`config.mk`:
```
export PLATFORM = sky130hd
export DESIGN_NAME = lsb_mem_port_flat
export DESIGN_NICKNAME = d
export VERILOG_FILES = /design/src/rtl/lsb_mem_port_if.sv /design/src/rtl/lsb_mem_port.sv /design/src/flat_wrapper.sv
export SDC_FILE = /design/constraint.sdc
export NUM_CORES = 1
export LEC_CHECK = 0
export ABC_CLOCK_PERIOD_IN_PS = 7100
export CAP_MARGIN = 10
export CORE_ASPECT_RATIO = 0.5
export CORE_MARGIN = 1.5
export CORE_UTILIZATION = 36
export CTS_BUF_LIST = sky130_fd_sc_hd__clkbuf_8
export DETAILED_ROUTE_END_ITERATION = 8
export HOLD_SLACK_MARGIN = 0.08
export SLEW_MARGIN = 10
export SYNTH_ARGS = -nofsm -noshare
export SYNTH_HDL_FRONTEND = slang
export SYNTH_SLANG_ARGS = --single-unit
export TNS_END_PERCENT = 5
```
`constraint.sdc`:
```
create_clock -name clk -period 7.1 [get_ports clk]
set_input_delay 1.42 -clock clk [delete_from_list [all_inputs] [get_ports clk]]
set_output_delay 1.42 -clock clk [all_outputs]
set_load 0.02 [all_outputs]
```
`src/rtl/lsb_mem_port_if.sv`:
```
// Request/response channel between the LSB and its memory-side responder.
//   master (LSB side):   drives in_lsb_ready, lsb_op, lsb_instr_type, lsb_addr, lsb_data;
//                        observes welcome_lsb, cache_ready, cache_instr_type, cache_data_out
//   slave (responder):   the reverse
interface lsb_mem_port_if;
   logic        in_lsb_ready;
   logic [2:0]  lsb_op;
   logic [6:0]  lsb_instr_type;
   logic [31:0] lsb_addr;
   logic [31:0] lsb_data;
   logic        welcome_lsb;
   logic        cache_ready;
   logic [6:0]  cache_instr_type;
   logic [31:0] cache_data_out;

   modport master (
      output in_lsb_ready, lsb_op, lsb_instr_type, lsb_addr, lsb_data,
      input  welcome_lsb, cache_ready, cache_instr_type, cache_data_out
   );

   modport slave (
      input  in_lsb_ready, lsb_op, lsb_instr_type, lsb_addr, lsb_data,
      output welcome_lsb, cache_ready, cache_instr_type, cache_data_out
   );
endinterface

```
`src/rtl/lsb_mem_port.sv`:
```
// Memory-side responder for the LSB: takes one load/store at a time and runs
// it byte-serially (little-endian) on the byte-wide RAM/IO port. Load results
// are sign/zero-extended and returned with a one-cycle cache_ready pulse.
// Ports:
//   clk, rst        clock, synchronous active-high reset
//   rdy             global enable; low freezes everything and blocks writes
//   rob_clear       flush: aborts loads, suppresses store completion
//   lsb             request/response channel (slave side)
//   mem_din         read byte, valid one cycle after mem_a
//   mem_dout/mem_a/mem_wr  write byte, byte address, write strobe
//   io_buffer_full  blocks store bytes aimed at the I/O region
//
// state | meaning
// IDLE  | waiting for a request; welcome_lsb may be high
// LOAD  | presenting addresses and collecting read bytes
// STORE | writing bytes, one per cycle unless stalled by I/O
module lsb_mem_port #(
   parameter logic [31:0] IO_BASE = 32'h0003_0000
) (
   input  logic            clk,
   input  logic            rst,
   input  logic            rdy,
   input  logic            rob_clear,
   lsb_mem_port_if.slave   lsb,
   input  logic [7:0]      mem_din,
   output logic [7:0]      mem_dout,
   output logic [31:0]     mem_a,
   output logic            mem_wr,
   input  logic            io_buffer_full
);

   localparam logic [6:0] ST_TYPE = 7'b0100011;

   typedef enum logic [1:0] {S_IDLE, S_LOAD, S_STORE} state_t;

   state_t          state_q, state_d;
   logic [2:0]      cnt_q, cnt_d;
   logic [2:0]      op_q, op_d;
   logic [6:0]      type_q, type_d;
   logic [23:0]     data_q, data_d;
   logic [3:0][7:0] buf_q, buf_d;
   logic            clr_q, clr_d;
   logic [31:0]     mem_a_q, mem_a_d;
   logic [7:0]      mem_dout_q, mem_dout_d;
   logic            mem_wr_q, mem_wr_d;
   logic            cache_ready_q, cache_ready_d;
   logic [31:0]     cache_data_q, cache_data_d;
   logic [6:0]      cache_type_q, cache_type_d;

   logic [2:0]      n_bytes;
   logic [2:0]      last_idx;
   logic [1:0]      rx_idx;
   logic            io_stall;
   logic            wr_fire;
   logic            accept;
   logic            sx;
   logic [31:0]     ext;

   assign n_bytes  = (op_q[1:0] == 2'b00) ? 3'd1 :
                     (op_q[1:0] == 2'b01) ? 3'd2 : 3'd4;
   assign last_idx = n_bytes - 3'd1;
   // Read data lags the address by one cycle, so byte cnt-1 arrives now.
   assign rx_idx   = cnt_q[1:0] - 2'd1;
   assign sx       = ~op_q[2];

   assign io_stall = io_buffer_full && (mem_a_q >= IO_BASE);
   // mem_wr_q is only ever set in STORE; the strobe is gated live so that an
   // I/O stall, rdy drop or reset blocks the byte in the same cycle.
   assign wr_fire  = mem_wr_q & rdy & ~rst & ~io_stall;

   assign lsb.welcome_lsb = (state_q == S_IDLE) & rdy & ~rst & ~rob_clear;
   assign accept          = lsb.in_lsb_ready & lsb.welcome_lsb;

   assign mem_a                = mem_a_q;
   assign mem_dout             = mem_dout_q;
   assign mem_wr               = wr_fire;
   assign lsb.cache_ready      = cache_ready_q;
   assign lsb.cache_data_out   = cache_data_q;
   assign lsb.cache_instr_type = cache_type_q;

   always_comb begin
      state_d       = state_q;
      cnt_d         = cnt_q;
      op_d          = op_q;
      type_d        = type_q;
      data_d        = data_q;
      buf_d         = buf_q;
      clr_d         = clr_q;
      mem_a_d       = mem_a_q;
      mem_dout_d    = mem_dout_q;
      mem_wr_d      = mem_wr_q;
      cache_ready_d = 1'b0;
      cache_data_d  = cache_data_q;
      cache_type_d  = cache_type_q;
      ext           = 32'd0;

      if (rdy) begin
         case (state_q)
            S_IDLE: begin
               if (accept) begin
                  op_d    = lsb.lsb_op;
                  type_d  = lsb.lsb_instr_type;
                  mem_a_d = lsb.lsb_addr;
                  cnt_d   = 3'd0;
                  clr_d   = 1'b0;
                  if (lsb.lsb_instr_type == ST_TYPE) begin
                     state_d    = S_STORE;
                     mem_wr_d   = 1'b1;
                     mem_dout_d = lsb.lsb_data[7:0];
                     data_d     = lsb.lsb_data[31:8];
                  end else begin
                     state_d  = S_LOAD;
                     mem_wr_d = 1'b0;
                  end
               end
            end

            S_STORE: begin
               // A flushed store is already committed: finish the bytes but
               // do not report completion.
               if (rob_clear) clr_d = 1'b1;
               if (wr_fire) begin
                  if (cnt_q == last_idx) begin
                     state_d       = S_IDLE;
                     mem_wr_d      = 1'b0;
                     cache_ready_d = ~(clr_q | rob_clear);
                     cache_type_d  = type_q;
                     cache_data_d  = 32'd0;
                  end else begin
                     cnt_d      = cnt_q + 3'd1;
                     mem_a_d    = mem_a_q + 32'd1;
                     mem_dout_d = data_q[7:0];
                     data_d     = {8'h00, data_q[23:8]};
                  end
               end
            end

            S_LOAD: begin
               if (rob_clear) begin
                  state_d = S_IDLE;
               end else begin
                  cnt_d = cnt_q + 3'd1;
                  if (cnt_q < last_idx) mem_a_d = mem_a_q + 32'd1;
                  if (cnt_q != 3'd0) buf_d[rx_idx] = mem_din;
                  if (cnt_q == n_bytes) begin
                     case (op_q[1:0])
                        2'b00:   ext = {{24{sx & buf_d[0][7]}}, buf_d[0]};
                        2'b01:   ext = {{16{sx & buf_d[1][7]}}, buf_d[1], buf_d[0]};
                        default: ext = buf_d;
                     endcase
                     state_d       = S_IDLE;
                     cache_ready_d = 1'b1;
                     cache_type_d  = type_q;
                     cache_data_d  = ext;
                  end
               end
            end

            default: state_d = S_IDLE;
         endcase
      end
   end

   always_ff @(posedge clk) begin
      if (rst) begin
         state_q       <= S_IDLE;
         cnt_q         <= 3'd0;
         op_q          <= 3'd0;
         type_q        <= 7'd0;
         data_q        <= 24'd0;
         buf_q         <= '0;
         clr_q         <= 1'b0;
         mem_a_q       <= 32'd0;
         mem_dout_q    <= 8'd0;
         mem_wr_q      <= 1'b0;
         cache_ready_q <= 1'b0;
         cache_data_q  <= 32'd0;
         cache_type_q  <= 7'd0;
      end else begin
         state_q       <= state_d;
         cnt_q         <= cnt_d;
         op_q          <= op_d;
         type_q        <= type_d;
         data_q        <= data_d;
         buf_q         <= buf_d;
         clr_q         <= clr_d;
         mem_a_q       <= mem_a_d;
         mem_dout_q    <= mem_dout_d;
         mem_wr_q      <= mem_wr_d;
         cache_ready_q <= cache_ready_d;
         cache_data_q  <= cache_data_d;
         cache_type_q  <= cache_type_d;
      end
   end

endmodule

```
`src/flat_wrapper.sv`:
```
// flat-port wrapper written by rule: the top's interface ports become plain ports
module lsb_mem_port_flat 
#(
   parameter logic [31:0] IO_BASE = 32'h0003_0000
)
  (clk, rst, rdy, rob_clear, mem_din, mem_dout, mem_a, mem_wr, io_buffer_full, lsb_in_lsb_ready, lsb_lsb_op, lsb_lsb_instr_type, lsb_lsb_addr, lsb_lsb_data, lsb_welcome_lsb, lsb_cache_ready, lsb_cache_instr_type, lsb_cache_data_out);
  lsb_mem_port_if lsb_i ();
  input  logic clk;
  input  logic rst;
  input  logic rdy;
  input  logic rob_clear;
  input  logic [7:0] mem_din;
  output logic [7:0] mem_dout;
  output logic [31:0] mem_a;
  output logic mem_wr;
  input  logic io_buffer_full;
  input wire logic [$bits(lsb_i.in_lsb_ready)-1:0] lsb_in_lsb_ready;
  input wire logic [$bits(lsb_i.lsb_op)-1:0] lsb_lsb_op;
  input wire logic [$bits(lsb_i.lsb_instr_type)-1:0] lsb_lsb_instr_type;
  input wire logic [$bits(lsb_i.lsb_addr)-1:0] lsb_lsb_addr;
  input wire logic [$bits(lsb_i.lsb_data)-1:0] lsb_lsb_data;
  output wire logic [$bits(lsb_i.welcome_lsb)-1:0] lsb_welcome_lsb;
  output wire logic [$bits(lsb_i.cache_ready)-1:0] lsb_cache_ready;
  output wire logic [$bits(lsb_i.cache_instr_type)-1:0] lsb_cache_instr_type;
  output wire logic [$bits(lsb_i.cache_data_out)-1:0] lsb_cache_data_out;
  assign lsb_i.in_lsb_ready = lsb_in_lsb_ready;
  assign lsb_i.lsb_op = lsb_lsb_op;
  assign lsb_i.lsb_instr_type = lsb_lsb_instr_type;
  assign lsb_i.lsb_addr = lsb_lsb_addr;
  assign lsb_i.lsb_data = lsb_lsb_data;
  assign lsb_welcome_lsb = lsb_i.welcome_lsb;
  assign lsb_cache_ready = lsb_i.cache_ready;
  assign lsb_cache_instr_type = lsb_i.cache_instr_type;
  assign lsb_cache_data_out = lsb_i.cache_data_out;
  lsb_mem_port #(.IO_BASE(IO_BASE)) u_core (.clk(clk), .rst(rst), .rdy(rdy), .rob_clear(rob_clear), .lsb(lsb_i), .mem_din(mem_din), .mem_dout(mem_dout), .mem_a(mem_a), .mem_wr(mem_wr), .io_buffer_full(io_buffer_full));
endmodule
```
==> results of run 1 <==
[cells by family after synthesis]
kind of cell	after synthesis	synth area share, %
simple gates	324	21.54
compound gates	270	24.37
flops	153	40.97
buf+inv	90	4.770
mux	46	6.176
fa+ha+maj	13	2.176
[worst max-delay path, stage by stage]
cell	delay, ns
clkdlybuf4s50_1	0.61
nor4bb_2	0.93
clkdlybuf4s50_1	0.76
[cells in the mapped netlist (2+ instances only)]
cell | count | area [um^2]
o32ai_1 | 11 | 96.34
o21a_1 | 4 | 30.03
or4_4 | 2 | 22.52
o21ai_0 | 15 | 75.07
o2bb2ai_1 | 9 | 78.83
a2bb2oi_1 | 2 | 17.52
and4b_1 | 2 | 20.02
inv_1 | 17 | 63.81
and2_1 | 6 | 37.54
buf_1 | 4 | 15.01
o31a_1 | 2 | 17.52
nor2b_1 | 15 | 93.84
a211oi_1 | 34 | 255.2
buf_2 | 9 | 45.04
ha_1 | 13 | 162.7
nor3_1 | 11 | 55.05
a31oi_1 | 4 | 25.02
and3_1 | 8 | 50.05
or3_1 | 6 | 37.54
nand2_1 | 125 | 469.2
a2111oi_0 | 2 | 17.52
o21ai_1 | 21 | 105.1
clkbuf_1 | 58 | 217.7
a21boi_0 | 2 | 15.01
o31ai_1 | 4 | 30.03
or2_2 | 4 | 25.02
a21oi_1 | 102 | 510.5
mux2i_1 | 45 | 450.4
a22o_1 | 39 | 341.6
and4_1 | 4 | 35.03
nand3_1 | 66 | 330.3
or4_1 | 4 | 30.03
nor4_1 | 15 | 93.84
nor2_1 | 27 | 101.4
nand3b_1 | 3 | 22.52
nand4_1 | 13 | 81.33
nand2b_1 | 5 | 31.28
o41ai_1 | 4 | 35.03
dfxtp_1 | 153 | 3063
[worst max-delay path by stage]
stage	start	endpoint	slack, ns	cells past startpoint
after global placement	rob_clear	lsb_welcome_lsb	2.03	3
final	rob_clear	lsb_welcome_lsb	1.95	3
after global routing	rob_clear	lsb_welcome_lsb	1.76	3
after floorplan	rob_clear	lsb_welcome_lsb	3.26	3
after CTS	rob_clear	lsb_welcome_lsb	1.96	3
after detailed placement	rob_clear	lsb_welcome_lsb	1.96	3
[power breakdown]
part,leakage [nW],switching [mW],internal [mW]
registers,1.23,0.0435,0.888
clock network,0.185,0.321,0.296
logic,1.75,0.292,0.194
[metrics by stage]
| step | hold WS [ns] | cell area [um^2] |
|---|---|---|
| 2_1_floorplan | 0.4360 | 7476 |
| 3_3_place_gp | 0.4424 | 9299 |
| 3_5_place_dp | 0.4472 | 9299 |
| 4_1_cts | 0.4586 | 9654 |
| 5_1_grt | 0.4722 | 9661 |
| 6_report | 0.4537 | 9661 |
[area by class of cell]
class	instances	area [um^2]
clock buffer	20	275.3
clock inverter	10	80.08
multi-input combinational	653	4084
fill	2045	10800
timing repair buffer	177	1749
inverter	18	67.56
tap	273	341.6
sequential	153	3063
[sequential cells by signal, indices dropped and copies added, names as in the netlist, 7 cells and up]
| signal | count |
|---|---|
| u_core.buf_q | 32 |
| u_core.lsb.cache_data_out | 32 |
| u_core.mem_a | 32 |
| u_core.data_q | 24 |
| u_core.mem_dout | 8 |
| u_core.lsb.cache_instr_type | 7 |
| u_core.type_q | 7 |
[routing by layer]
metal / routed length, um / track usage (%) / part of all wire (%) / up-vias
met3: 834 / 3.618 / 3.8 / 11
met4: 213 / 5.344 / 0.96 / 0
met5: 0 / 0 / 0 / -
met1: 10680 / 28.29 / 48 / 3403
li1: - / - / - / 3539
met2: 10370 / 32.47 / 47 / 138
==> out/results.tsv, run 1 <==
stage	metric	value	unit
clock_tree	Worst-Skew Late Latency	0.44	ns
hold_path	Hold Crit Start	u_core.type_q[6]$_SDFFE_PP0P_	
timing	Clock Skew	0.01498	ns
clock_tree	cts bufs inserted	17	
floorplan	Die X	206.8	um
global_route	remaining global-route overflow	0	
timing	worst relative slew slack	16.92	%
place	Place WS	1.964	ns
timing	worst slew pin tran	1.246	ns
timing	fmax	194.3	MHz
final_layout	commonest non-fill, non-tap cell in the layout	clkdlybuf4s50_1	
timing	final hold violations	0	
clock_tree	Root Driver	clkbuf_8	
critical_path	WP data arrival	3.73	ns
yosys	ys async rst share	0	%
hold_path	worst hold path depth	2	
pwr	maximum VDD drop	0.0001149	V
run	MaxCap Viol Count	0	
final_layout	Nets	1121	
timing	setup_tns	0	ns
pwr	Power Density	210.6	mW/mm^2
floorplan	die height	104.9	um
timing	RSZ-0062 raised after global routing	false	
detailed_routing	DR iter-0 viols	428	
global_route	initial antenna violation count	0	
timing	clock period minus worst slack	5.146	ns
yosys	syn nets	997	
detailed_routing	drt wl/cell	16.95	um
timing	final slew viol count	0	
critical_path	worst r2r src	u_core.op_q[1]$_SDFFE_PP0P_	
clock_tree	CTS tree	yes	
global_route	pin count of the biggest net entering global routing	72	
detailed_routing	number of routed nets with antenna violations	0	
yosys	Yosys Warn Count	0	
pwr	Leak	3.168	nW
critical_path	reg2reg setup slack	3.22	ns
clock_tree	H-tree depth	4	
final_layout	most frequent cells in the layout	clkdlybuf4s50_1 (168), dfxtp_1 (153), nand2_1 (125)	
final_layout	area grow syn2layout	29.22	%
place	placed insts	1274	
detailed_routing	final wirelength	22110	um
timing	final setup violation count	0	
place	Final GP Congestion	0.7913	
critical_path	reg-to-reg endpoint	u_core.mem_a[13]$_SDFFE_PP0P_	
critical_path	Critical Path End Type	output port	
clock_tree	post-CTS setup buffer count	0	
clock_tree	clk sinks	153	
critical_path	Critical Path Fanout Max	12	
final_layout	Final Util	47.21	%
hold_path	Hold Path Sink	u_core.type_q[6]$_SDFFE_PP0P_	
detailed_routing	Remaining DRCs	0	
yosys	Cells after Synth	896	
yosys	Yosys cell types	65	
floorplan	Initial Util	36.54	%
clock_tree	Max Buffers Root-to-Sink	2	
clock_tree	Hold-fix buffers, CTS	0	
final_layout	fraction of layout cells with a size suffix above 1	5.626	%
critical_path	critical path class	in2out	
floorplan	total core area	0.02046	mm^2
hold_path	Min-Delay Path Class	reg2reg	
yosys	Post-synth top flop	dfxtp_1	
yosys	flop and latch count out of synthesis	153	
global_route	first-pass GRT wire length	35440	um
detailed_routing	Vias/cell	5.438	
pwr	Total Power	2.035	mW
timing	fin crit share	72.48	%
floorplan	number of cell rows	37	
clock_tree	PostCTS Resize Cnt	0	
final_layout	Antenna Diode Count	0	
detailed_routing	via count	7091	
place	DPL Wire Length	15140	um
yosys	Synth Cell Area	0.007476	mm^2
global_route	All-Layer GR Usage	20.39	%
yosys	syn_area_per_cell	8.344	um^2
clock_tree	CTS clk-pin slew, worst paths	0.08	ns
yosys	Post-synth EDFFs	0	
outcome	status	complete, no violations	
floorplan	Die Area	0.02169	mm^2
place	IO buf count	169	
detailed_routing	DRT Pass-1 Iters	5	
critical_path	Worst Path Required	5.68	ns
floorplan	IO Pins	170	
timing	fin worst setup slack	1.954	ns
global_route	vias in the first global route	6709	
yosys	Seq/Total Area, Yosys	40.97	%
critical_path	Reg2Reg Depth	8	
final_layout	Layout Cells excl Fill	1304	
critical_path	Startpoint Class	primary input	
(Power assumes the default switching activity.)
==> inputs of run 2 (changes only) <==
--- a/config.mk
+++ b/config.mk
@@ -5,7 +5,7 @@
 export SDC_FILE = /design/constraint.sdc
 export NUM_CORES = 1
 export LEC_CHECK = 0
-export ABC_CLOCK_PERIOD_IN_PS = 7100
+export ABC_CLOCK_PERIOD_IN_PS = 5200
 export CAP_MARGIN = 10
 export CORE_ASPECT_RATIO = 0.5
 export CORE_MARGIN = 1.5
==> constraint.sdc (replaced) <==
create_clock -name clk -period 5.2 [get_ports clk]
set_input_delay 1.04 -clock clk [delete_from_list [all_inputs] [get_ports clk]]
set_output_delay 1.04 -clock clk [all_outputs]
set_load 0.02 [all_outputs]
==> out/results.tsv, run 2 (synthesized netlist as in run 1, its figures left out) <==
stage	metric	value	unit	change
outcome	status	complete, no violations		unchanged
critical_path	Crit-path slowest cell	clkdlybuf4s50_1		was nor4bb_2
floorplan	total core area	0.02046	mm^2	unchanged
global_route	vias in the first global route	6790		was 6709
final_layout	Layout Cells excl Fill	1309		was 1304
final_layout	Final Util	47.77	%	was 47.21%
timing	fmax	254.9	MHz	
critical_path	Critical Path Fanout Max	9		was 12
critical_path	Startpoint Class	flop		was primary input
pwr	Leak	3.231	nW	was 3.168 nW
global_route	met3 GRT Util	3.993	%	was 3.618%
timing	final setup violation count	0		unchanged
global_route	M1 GR Usage	29.40	%	was 28.29%
critical_path	worst-path cell chain	or4_4, o41ai_1, nor2b_1, clkdlybuf4s50_1		was clkdlybuf4s50_1, nor4bb_2, clkdlybuf4s50_1
place	DPL Wire Length	15030	um	was 15140 um
hold_path	Min-Delay Path Class	reg2reg		unchanged
critical_path	Critical Path End Type	output port		unchanged
detailed_routing	DR iter-0 viols	426		was 428
detailed_routing	Remaining DRCs	0		unchanged
clock_tree	H-tree depth	4		unchanged
floorplan	number of cell rows	37		unchanged
timing	WHS	0.4572	ns	was 0.4537 ns
final_layout	final instance area	0.009774	mm^2	was 0.009661 mm^2
clock_tree	post-CTS setup buffer count	0		unchanged
global_route	GR peak layer	met2		unchanged
timing	worst slew pin tran	1.221	ns	was 1.246 ns
global_route	pin count of the biggest net entering global routing	57		was 72
final_layout	area grow syn2layout	30.74	%	was 29.22%
clock_tree	CTS tree	yes		unchanged
detailed_routing	drt wl/cell	17.04	um	was 16.95 um
critical_path	critical path class	reg2out		was in2out
floorplan	Die Area	0.02169	mm^2	unchanged
global_route	first-pass GRT wire length	36040	um	was 35440 um
detailed_routing	via count	7153		was 7091
place	placed insts	1277		was 1274
clock_tree	Max Buffers Root-to-Sink	2		unchanged
clock_tree	CTS clk-pin slew, worst paths	0.08	ns	about the same
floorplan	IO Pins	170		unchanged
timing	setup_tns	0	ns	unchanged
run	MaxCap Viol Count	0		unchanged
place	IO buf count	169		unchanged
timing	fin crit share	75.43	%	
timing	clock period minus worst slack	3.923	ns	
timing	final hold violations	0		unchanged
pwr	Power Density	303.7	mW/mm^2	was 210.6 mW/mm^2
clock_tree	clk sinks	153		unchanged
detailed_routing	final wirelength	22300	um	was 22110 um
place	Place WS	1.075	ns	was 1.964 ns
timing	fin worst setup slack	1.277	ns	was 1.954 ns
final_layout	Fill cells	2006		was 2045
global_route	All-Layer GR Usage	20.76	%	was 20.39%
pwr	maximum VDD drop	0.0001600	V	was 0.0001149 V
final_layout	fraction of layout cells with a size suffix above 1	6.081	%	was 5.626%
final_layout	Nets	1124		was 1121
detailed_routing	DRT Pass-1 Iters	4		was 5
place	Post-DP Area	0.009321	mm^2	was 0.009299 mm^2
timing	RSZ-0062 raised after global routing	false		unchanged
floorplan	Die X	206.8	um	unchanged
clock_tree	Root Driver	clkbuf_8		unchanged
timing	Clock Skew	0.01708	ns	was 0.01498 ns
clock_tree	PostCTS Resize Cnt	0		unchanged
critical_path	Worst Path Required	4.16	ns	was 5.68 ns
clock_tree	Hold-fix buffers, CTS	0		unchanged
clock_tree	cts bufs inserted	17		unchanged
final_layout	Antenna Diode Count	0		unchanged
global_route	remaining global-route overflow	0		unchanged
clock_tree	Worst-Skew Late Latency	0.45	ns	was 0.44 ns
floorplan	Initial Util	36.54	%	unchanged
floorplan	die height	104.9	um	unchanged
global_route	grt met2 use	31.70	%	was 32.47%
global_route	initial antenna violation count	0		unchanged
final_layout	most frequent cells in the layout	clkdlybuf4s50_1 (168), dfxtp_1 (153), nand2_1 (125)		unchanged
critical_path	crit-path max cell delay	0.64	ns	was 0.93 ns
place	Final GP Congestion	0.7824		was 0.7913
pwr	Total Power	2.968	mW	was 2.035 mW
final_layout	commonest non-fill, non-tap cell in the layout	clkdlybuf4s50_1		unchanged
timing	worst relative slew slack	17.86	%	was 16.92%
timing	final slew viol count	0		unchanged
detailed_routing	number of routed nets with antenna violations	0		unchanged
detailed_routing	Vias/cell	5.464		was 5.438
critical_path	WP data arrival	2.88	ns	was 3.73 ns
-- run 2: cell count changes in the layout (fill, tap and decap cells not counted), sizes merged --
cell      change
bufinv        +3
inv           +1
clkinvlp      -2
buf           +3
-- run 2: worst paths after layout --
path | from | end | slack (ns) | depth (start not counted)
setup reg to reg | u_core.op_q[1]$_SDFFE_PP0P_ | u_core.mem_dout[7]$_SDFFE_PP0P_ | 1.35 | 9
hold reg to reg | u_core.type_q[1]$_SDFFE_PP0P_ | u_core.type_q[1]$_SDFFE_PP0P_ | 0.46 | 2
hold / removal | u_core.type_q[1]$_SDFFE_PP0P_ | u_core.type_q[1]$_SDFFE_PP0P_ | 0.46 | 2
setup / recovery | u_core.mem_a[18]$_SDFFE_PP0P_ | mem_wr | 1.28 | 4
-- run 2: routing by layer --
| metal | share of wire (%) | vias up |
|---|---|---|
| met5 | 0 | - |
| met4 | 1.5 | 0 |
| met3 | 4.1 | 20 |
| met2 | 46 | 162 |
| met1 | 49 | 3418 |
| li1 | - | 3553 |
-- run 2: layout make-up --
cell class | count | area [um^2] | area share [%]
multi-input cells | 653 | 4084 | 41.78
flip-flops and latches | 153 | 3063 | 31.34
repair buffers | 180 | 1772 | 18.13
well taps | 273 | 341.6 | 3.495
clock buffers | 20 | 275.3 | 2.816
clock inverters | 12 | 171.4 | 1.754
inverters | 18 | 67.56 | 0.6912
-- run 2: critical path: cells and delay by family (launching register included) --
family / cells / cell delay, ns
and+or+nand+nor: 2 / 0.81
DFF: 1 / 0.42
AOI/OAI and AO/OA: 1 / 0.56
buffers and inverters: 1 / 0.64
-- run 2: where the power goes --
part	internal [mW]	switching (mW)
clock	0.560	0.469
sequential	1.21	0.0608
combinational	0.269	0.398
total	2.04	0.927
==> inputs of run 3 (changes only) <==
--- a/config.mk
+++ b/config.mk
@@ -5,7 +5,7 @@
 export SDC_FILE = /design/constraint.sdc
 export NUM_CORES = 1
 export LEC_CHECK = 0
-export ABC_CLOCK_PERIOD_IN_PS = 5200
+export ABC_CLOCK_PERIOD_IN_PS = 3900
 export CAP_MARGIN = 10
 export CORE_ASPECT_RATIO = 0.5
 export CORE_MARGIN = 1.5
==> constraint.sdc (replaced) <==
create_clock -name clk -period 3.9 [get_ports clk]
set_input_delay 0.78 -clock clk [delete_from_list [all_inputs] [get_ports clk]]
set_output_delay 0.78 -clock clk [all_outputs]
set_load 0.02 [all_outputs]
==> out/results.tsv, run 3 (synthesized netlist as in run 1, its figures left out) <==
stage	metric	value	unit	change
final_layout	Nets	1132		was 1124
critical_path	crit path buf inv count	1		unchanged
critical_path	worst-path cell chain	or4_4, o41ai_1, nor2b_1, clkdlybuf4s50_1		unchanged
timing	final setup violation count	0		unchanged
detailed_routing	Vias/cell	5.451		was 5.464
pwr	switching share of power	31.95	%	was 31.23%
outcome	status	complete, no violations		unchanged
critical_path	Worst Path Required	3.12	ns	was 4.16 ns
critical_path	WP data arrival	2.81	ns	was 2.88 ns
timing	clock period minus worst slack	3.586	ns	
detailed_routing	drt wl/cell	16.72	um	was 17.04 um
timing	Clock Skew	0.01789	ns	was 0.01708 ns
pwr	NetSw	1.232	mW	was 927.1 uW
floorplan	total core area	0.02046	mm^2	unchanged
final_layout	multi-input logic area	0.004078	mm^2	was 0.004084 mm^2
final_layout	fraction of layout cells with a size suffix above 1	6.616	%	was 6.081%
clock_tree	Max Buffers Root-to-Sink	2		unchanged
detailed_routing	final wirelength	22000	um	was 22300 um
global_route	All-Layer GR Usage	20.51	%	was 20.76%
timing	final hold violations	0		unchanged
final_layout	Antenna Diode Count	0		unchanged
clock_tree	cts bufs inserted	17		unchanged
timing	fin crit share	91.96	%	
place	DPL Wire Length	15150	um	was 15030 um
global_route	pin count of the biggest net entering global routing	57		unchanged
floorplan	Initial Util	36.54	%	unchanged
floorplan	die height	104.9	um	unchanged
timing	final slew viol count	0		unchanged
pwr	Clock Power Share	32.9	%	was 34.7%
place	Final GP Congestion	0.7892		was 0.7824
critical_path	Critical Path Fanout Max	9		unchanged
pwr	internal cell power	2.624	mW	was 2.041 mW
detailed_routing	DR iter-0 viols	464		was 426
timing	setup_tns	0	ns	unchanged
pwr	Leak	3.253	nW	was 3.231 nW
clock_tree	CTS tree	yes		unchanged
clock_tree	clk sinks	153		unchanged
timing	RSZ-0062 raised after global routing	false		unchanged
pwr	Power Density	394.0	mW/mm^2	was 303.7 mW/mm^2
timing	fmax	278.8	MHz	
pwr	Total Power	3.855	mW	was 2.968 mW
global_route	initial antenna violation count	0		unchanged
timing	worst slew pin tran	1.122	ns	was 1.221 ns
critical_path	crit-path max cell delay	0.64	ns	about the same
clock_tree	CTS clk-pin slew, worst paths	0.08	ns	about the same
floorplan	Die X	206.8	um	unchanged
detailed_routing	DRT Pass-1 Iters	6		was 4
detailed_routing	via count	7174		was 7153
final_layout	area grow syn2layout	30.88	%	was 30.74%
global_route	vias in the first global route	6715		was 6790
timing	worst relative slew slack	24.54	%	was 17.86%
final_layout	Fill cells	1963		was 2006
clock_tree	Worst-Skew Late Latency	0.46	ns	was 0.45 ns
pwr	Gate power share	23.3	%	was 22.5%
critical_path	Crit-path slowest cell	clkdlybuf4s50_1		unchanged
critical_path	Startpoint Class	flop		unchanged
final_layout	Register Area	0.003063	mm^2	unchanged
floorplan	IO Pins	170		unchanged
clock_tree	H-tree depth	4		unchanged
critical_path	CP top delay family	simple AND/OR/NAND/NOR gates		unchanged
detailed_routing	number of routed nets with antenna violations	0		unchanged
clock_tree	PostCTS Resize Cnt	0		unchanged
hold_path	Min-Delay Path Class	reg2reg		unchanged
critical_path	critical path class	reg2out		unchanged
clock_tree	post-CTS setup buffer count	0		unchanged
global_route	first-pass GRT wire length	35510	um	was 36040 um
critical_path	Critical Path End Type	output port		unchanged
floorplan	Die Area	0.02169	mm^2	unchanged
clock_tree	Hold-fix buffers, CTS	0		unchanged
pwr	maximum VDD drop	0.0002101	V	was 0.0001600 V
place	IO buf count	169		unchanged
clock_tree	Root Driver	clkbuf_8		unchanged
global_route	remaining global-route overflow	0		unchanged
run	MaxCap Viol Count	0		unchanged
floorplan	number of cell rows	37		unchanged
final_layout	most frequent cells in the layout	clkdlybuf4s50_1 (168), dfxtp_1 (153), nand2_1 (125)		unchanged
pwr	Sequential Power Share	43.9	%	was 42.9%
detailed_routing	Remaining DRCs	0		unchanged
final_layout	commonest non-fill, non-tap cell in the layout	clkdlybuf4s50_1		unchanged
-- run 3: cell type report --
cell class / count / share of cell area, %
repair buffers: 188 / 18.72
clock inverters: 13 / 1.586
multi-input cells: 653 / 41.68
inverters: 18 / 0.6905
flip-flops and latches: 153 / 31.30
clock buffers: 18 / 2.532
well taps: 273 / 3.491
-- run 3: power by group through the flow --
| stage | combinational, mW | sequential, mW | clock (mW) |
|---|---|---|---|
| floorplan | 0.511 | 1.76 | 0 |
| global placement | 0.885 | 1.73 | 0 |
| detailed placement | 0.895 | 1.73 | 0 |
| CTS | 0.898 | 1.69 | 1.30 |
| global route | 0.974 | 1.70 | 1.37 |
| finish | 0.897 | 1.69 | 1.27 |
-- run 3: final timing paths --
kind,from,endpoint,slack (ns),cells after the start
worst max-delay path,u_core.mem_a[21]$_SDFFE_PP0P_,mem_wr,0.31,4
worst min-delay path,u_core.buf_q[17]$_SDFFE_PP0P_,u_core.buf_q[17]$_SDFFE_PP0P_,0.46,2
worst max register to register,u_core.op_q[0]$_SDFFE_PP0P_,u_core.lsb.cache_data_out[9]$_SDFFE_PP0P_,0.80,8
worst min register to register,u_core.buf_q[17]$_SDFFE_PP0P_,u_core.buf_q[17]$_SDFFE_PP0P_,0.46,2
-- run 3: metal layers --
layer / up-vias / part of all wire (%) / wire (um) / global-route usage [%]
li1: 3573 / - / - / -
met1: 3397 / 48 / 10480 / 28.91
met2: 182 / 46 / 10210 / 31.49
met3: 22 / 4.5 / 994 / 4.273
met4: 0 / 1.4 / 313 / 5.653
met5: - / 0 / 0 / 0
-- run 3: through the flow --
stage | util [%] | instances | setup slack, ns | cell area, um^2 | hold WS (ns)
finish | 47.82 | 1316 | 0.3138 | 9784 | 0.4572
global route | 47.82 | 1316 | 0.1553 | 9784 | 0.4748
CTS | 47.82 | 1316 | 0.2417 | 9784 | 0.4586
detailed placement | 45.85 | 1285 | 0.4648 | 9382 | 0.4470
global placement | 45.85 | 1285 | 0.5678 | 9382 | 0.4420
floorplan | - | 896 | 1.184 | 7476 | 0.4360
-- run 3: worst reg2reg max path, cell delays in order, from the launching register on --
cell	delay [ns]
dfxtp_1	0.37
nor2_1	0.20
clkinv_1	0.30
ha_1	0.46
nand3b_1	0.14
o21ai_0	0.45
o2111ai_2	0.29
a211oi_2	0.61
a22o_1	0.23
